File: src/rtl/imm_gen_pkg.sv
// imm_gen_pkg: immediate format encodings, slice states and shared sign-extension helper
package imm_gen_pkg;

    typedef enum logic [2:0] {
        SEL_I,
        SEL_S,
        SEL_B,
        SEL_J,
        SEL_U,
        SEL_Z,
        SEL_SH,
        SEL_RSVD
    } imm_sel_e;

    typedef enum logic [1:0] {
        SLICE_EMPTY,
        SLICE_ONE,
        SLICE_TWO
    } slice_state_e;

    localparam int XLEN_32 = 32;
    localparam int XLEN_64 = 64;

    // Widen a 32-bit two's-complement value to the largest supported XLEN
    function automatic logic [63:0] sext(input logic [31:0] v);
        return {{32{v[31]}}, v};
    endfunction

endpackage

File: src/rtl/imm_decode.sv
// imm_decode: combinational instruction + format select -> XLEN immediate and illegal flag
module imm_decode
    import imm_gen_pkg::*;
#(
    parameter int XLEN = XLEN_32
) (
    input  logic [31:0]     instr,
    input  imm_sel_e        sel,
    output logic [XLEN-1:0] imm,
    output logic            illegal
);

    logic [31:0] raw;
    logic        signed_fmt;
    logic        unused_opcode;

    // The opcode field never contributes to any immediate
    assign unused_opcode = ^instr[6:0];

    // Assemble every format as a 32-bit value; widening to XLEN happens afterwards
    always_comb begin
        raw = '0;
        case (sel)
            SEL_I:   raw = {{20{instr[31]}}, instr[31:20]};
            SEL_S:   raw = {{20{instr[31]}}, instr[31:25], instr[11:7]};
            SEL_B:   raw = {{19{instr[31]}}, instr[31], instr[7], instr[30:25], instr[11:8], 1'b0};
            SEL_J:   raw = {{11{instr[31]}}, instr[31], instr[19:12], instr[20], instr[30:21], 1'b0};
            SEL_U:   raw = {instr[31:12], 12'b0};
            SEL_Z:   raw = {27'b0, instr[19:15]};
            SEL_SH:  raw = (XLEN == XLEN_64) ? {26'b0, instr[25:20]} : {27'b0, instr[24:20]};
            default: raw = '0;
        endcase
    end

    assign signed_fmt = sel inside {SEL_I, SEL_S, SEL_B, SEL_J, SEL_U};
    assign illegal    = sel == SEL_RSVD;
    assign imm        = XLEN'(signed_fmt ? sext(raw) : {32'b0, raw});

endmodule

File: src/rtl/imm_gen_pipe.sv
// imm_gen_pipe: registered immediate generator with valid/ready slice, tag side-band and illegal counter
module imm_gen_pipe
    import imm_gen_pkg::*;
#(
    parameter int XLEN  = 32,
    parameter int TAG_W = 4,
    parameter int SKID  = 1
) (
    input  logic             clk,
    input  logic             rst_n,
    input  logic             in_valid,
    output logic             in_ready,
    input  logic [31:0]      in_instr,
    input  logic [2:0]       in_sel,
    input  logic [TAG_W-1:0] in_tag,
    output logic             out_valid,
    input  logic             out_ready,
    output logic [XLEN-1:0]  out_imm,
    output logic [TAG_W-1:0] out_tag,
    output logic             out_illegal,
    output logic [15:0]      illegal_cnt
);

    localparam int EW = XLEN + TAG_W + 1;

    if (XLEN != XLEN_32 && XLEN != XLEN_64) begin : g_bad_xlen
        $error("imm_gen_pipe: XLEN must be 32 or 64");
    end

    logic [XLEN-1:0] dec_imm;
    logic            dec_ill;
    logic [EW-1:0]   in_ent;
    logic [EW-1:0]   main_q;
    logic            in_fire;
    logic            out_fire;

    imm_decode #(.XLEN(XLEN)) u_dec (
        .instr   (in_instr),
        .sel     (imm_sel_e'(in_sel)),
        .imm     (dec_imm),
        .illegal (dec_ill)
    );

    assign in_ent                            = {dec_ill, in_tag, dec_imm};
    assign {out_illegal, out_tag, out_imm}   = main_q;
    assign in_fire                           = in_valid & in_ready;
    assign out_fire                          = out_valid & out_ready;

    if (SKID != 0) begin : g_skid
        slice_state_e  state;
        logic [EW-1:0] skid_q;
        assign in_ready  = state != SLICE_TWO;
        assign out_valid = state != SLICE_EMPTY;
        // Two-entry slice: main drives the outputs, skid catches one extra word while stalled
        always_ff @(posedge clk or negedge rst_n) begin
            if (!rst_n) begin
                state  <= SLICE_EMPTY;
                main_q <= '0;
                skid_q <= '0;
            end else begin
                case (state)
                    SLICE_EMPTY: if (in_fire) begin
                        main_q <= in_ent;
                        state  <= SLICE_ONE;
                    end
                    SLICE_ONE: if (in_fire && !out_fire) begin
                        skid_q <= in_ent;
                        state  <= SLICE_TWO;
                    end else if (out_fire && !in_fire) begin
                        state  <= SLICE_EMPTY;
                    end else if (in_fire) begin
                        main_q <= in_ent;
                    end
                    SLICE_TWO: if (out_fire) begin
                        main_q <= skid_q;
                        state  <= SLICE_ONE;
                    end
                    default: state <= SLICE_EMPTY;
                endcase
            end
        end
    end else begin : g_single
        logic valid_q;
        assign in_ready  = !valid_q | out_ready;
        assign out_valid = valid_q;
        // Single-entry slice: a new word may replace the one leaving on the same edge
        always_ff @(posedge clk or negedge rst_n) begin
            if (!rst_n) begin
                valid_q <= 1'b0;
                main_q  <= '0;
            end else if (in_fire) begin
                valid_q <= 1'b1;
                main_q  <= in_ent;
            end else if (out_fire) begin
                valid_q <= 1'b0;
            end
        end
    end

    // Count reserved selects as they are accepted, saturating at all-ones
    always_ff @(posedge clk or negedge rst_n) begin
        if (!rst_n) begin
            illegal_cnt <= '0;
        end else if (in_fire && dec_ill && illegal_cnt != 16'hFFFF) begin
            illegal_cnt <= illegal_cnt + 16'd1;
        end
    end

endmodule

File: config.mk
export PLATFORM = sky130hd
export DESIGN_NAME = imm_gen_pipe
export DESIGN_NICKNAME = d
export VERILOG_FILES = /design/src/rtl/imm_gen_pkg.sv /design/src/rtl/imm_decode.sv /design/src/rtl/imm_gen_pipe.sv
export SDC_FILE = /design/constraint.sdc
export NUM_CORES = 1
export LEC_CHECK = 0
export CAP_MARGIN = 20
export CORE_UTILIZATION = 55
export DETAILED_ROUTE_END_ITERATION = 16
export PLACE_DENSITY = 0.86
export SLEW_MARGIN = 20
export SYNTH_ARGS = -nofsm -noshare
export SYNTH_HDL_FRONTEND = slang
export SYNTH_SLANG_ARGS = --single-unit
File: constraint.sdc
create_clock -name clk -period 4 [get_ports clk]
set_input_delay 0.8 -clock clk [delete_from_list [all_inputs] [get_ports clk]]
set_output_delay 0.8 -clock clk [all_outputs]
set_load 0.005 [all_outputs]
==> results.json <==
{
  "critPathRequiredTime_ns": 3.20,
  "period_share_pct": 79.5,
  "num_rows": 32,
  "rsz0062_at_grt": "no",
  "dr.pass1.iters": 4,
  "cts_buffer_depth": 2,
  "cts_resized": 0,
  "p_int_mw": 2.19,
  "synth_edf_count": 0,
  "combPwrFrac_pct": 37.8,
  "antenna_cells": 0,
  "drt_first_iter_violations": 230,
  "wl_um": 10100,
  "timing.fmax_ghz": 0.314,
  "swShare_pct": 33.8,
  "fin_skew_ns": 0.00592,
  "status": "finished clean",
  "die_height_um": 92.0,
  "reg2reg_setup_slack_ns": 1.21,
  "ios": 98,
  "postCtsSetupRepairBufs": 0,
  "antenna_found_initial": 0,
  "cts-root-buf": "clkbuf_8",
  "synth_cell_type_count": 44,
  "grt_pass1_wl_um": 17100,
  "synth_area_um2": 4460,
  "period_needed_ns": 3.18,
  "h-tree-depth": 3,
  "syn-num-nets": 518,
  "postCtsHoldBufs": 0,
  "cts_num_sinks": 92,
  "holdCritPathClass": "in2async",
  "die_area_um2": 8470,
  "grt_max_degree": 60,
  "crit_fanout": 46,
  "cts_tree": "built",
  "async_flop_share_pct": 100,
  "hpwl_um": 7300,
  "numCtsBuffers": 9,
  "syn_avg_cell_area_um2": 9.44,
  "die_w_um": 92.0,
  "drc": 0,
  "clkLatencyLatePin_ns": 0.36,
  "ir_worst_vdd_uv": 286,
  "tns_ns": 0,
  "grt_pass1_vias": 3604,
  "setup_viol": 0,
  "nets": 594,
  "yosysSeqAreaShare_pct": 51.6,
  "drive_gt1_share_pct": 7.96,
  "start_util_pct": 57.4,
  "layout_commonest_cell": "dfrtp_1",
  "clkTransAtPathRegs_ns": 0.08,
  "place_inst": 639,
  "drt.antenna.violating_nets": 0,
  "whs_ns": 0.377,
  "yosys_warnings": 0,
  "p_per_area_nw_per_um2": 586,
  "area_growth_syn_to_layout_pct": 26.3,
  "grt_usage_pct": 25.8,
  "cap_viol_max_count": 0,
  "place.gp.congestion": 0.825,
  "synthCells": 472,
  "final_cell_mix": "dfrtp_1 (92), clkdlybuf4s50_1 (89), nand2_1 (72), o21ai_0 (57)",
  "worst-setup-path-type": "reg2out",
  "core_um2": 7770,
  "final_cells": 655,
  "worstPathArrival_ns": 2.38,
  "power_mw": 3.30,
  "worstSetupStartpointType": "flop",
  "hold_viol_final": 0,
  "overflow": 0,
  "vias_per_cell": 5.70,
  "wire_per_inst_um": 15.5,
  "pwr-share-clk_pct": 17.5,
  "max-slew-margin-rel_pct": 57.7,
  "endpoint_kind": "output pin",
  "ys_ff_latch": 92,
  "drv_slew": 0,
  "ys.flop_type": "dfrtp_1",
  "leakagePower_nw": 2.58,
  "vias": 3731,
  "power.switching_mw": 1.12,
  "port_buffers": 90,
  "p_seq_share_pct": 44.7,
  "tightest_slew_ns": 0.629
}
==> layout make-up <==
cell class              instances  area (um^2)
inverters                       4         15.0
clock inverters                 3         21.3
well taps                     102          128
fillers                       599         2140
multi-input cells             340         2000
repair buffers                101         1000
clock buffers                  13          159
flip-flops and latches         92         2300
==> worst paths after layout <==
path                                 startpoint              end  depth (start not counted)
worst min register to register        main_q[2]        main_q[2]                          2
worst min-delay path                      rst_n        main_q[6]                          1
worst max register to register  g_skid.state[1]  illegal_cnt[15]                          9
max in group asynchronous                 rst_n       main_q[25]                          2
min in group clk                      main_q[2]        main_q[2]                          2
worst max-delay path            g_skid.state[1]         in_ready                          6
==> per-layer routing <==
layer | wire (um) | share of wire (%) | track usage (%)
met1 | 4430 | 44 | 33.5
met2 | 5070 | 50 | 44.1
met3 | 462 | 4.6 | 4.23
met4 | 170 | 1.7 | 8.07
met5 | 0 | 0 | 0
==> flip-flops by register name (all words and copies together), names as in the netlist <==
name and count:
main_q 37, illegal_cnt 16, g_skid.skid_q 37, g_skid.state 2
==> logic make-up after synthesis <==
logic type | Yosys count | synth area share, %
adders and majority gates | 3 | 0.842
DFF | 92 | 51.6
and+or+nand+nor | 151 | 15.6
muxes | 19 | 4.49
AOI/OAI and AO/OA | 151 | 20.3
xor gates and xnor gates | 16 | 3.14
buffers and inverters | 40 | 4.01
==> power by group through the flow <==
stage / clock [mW] / sequential, mW / combinational, mW
2_1_floorplan: 0 / 1.47 / 0.631
3_3_place_gp: 0 / 1.47 / 1.20
3_5_place_dp: 0 / 1.49 / 1.25
4_1_cts: 0.587 / 1.48 / 1.26
5_1_grt: 0.627 / 1.52 / 1.39
6_report: 0.577 / 1.48 / 1.25
==> critical path, stage by stage, from the launching register on <==
cell and delay [ns]:
dfrtp_1 0.40, inv_2 0.10, nor2_2 0.05, buf_4 0.22
inv_2 0.18, buf_4 0.46, clkdlybuf4s50_1 0.60
==> cell usage after synthesis, drive strengths merged (7+ instances only) <==
cell type	count	area (um^2)
nand2	72	270
mux2	8	90.1
o22a	8	70.1
xor2	9	78.8
mux2i	11	110
xnor2	7	61.3
o21ai	57	285
nor2	42	158
clkbuf	25	95.1
buf	11	68.8
a21oi	41	205
dfrtp	92	2300
a211oi	15	113
a21o	19	143
==> through the flow <==
step | cell area (um^2) | setup WS [ns] | utilization, %
floorplan | 4460 | 1.54 | -
global placement | 5420 | 0.938 | 69.8
detailed placement | 5450 | 0.864 | 70.2
CTS | 5630 | 0.814 | 72.5
global route | 5630 | 0.705 | 72.5
finish | 5630 | 0.820 | 72.5
Note: power is estimated with default switching activity, not from simulation.
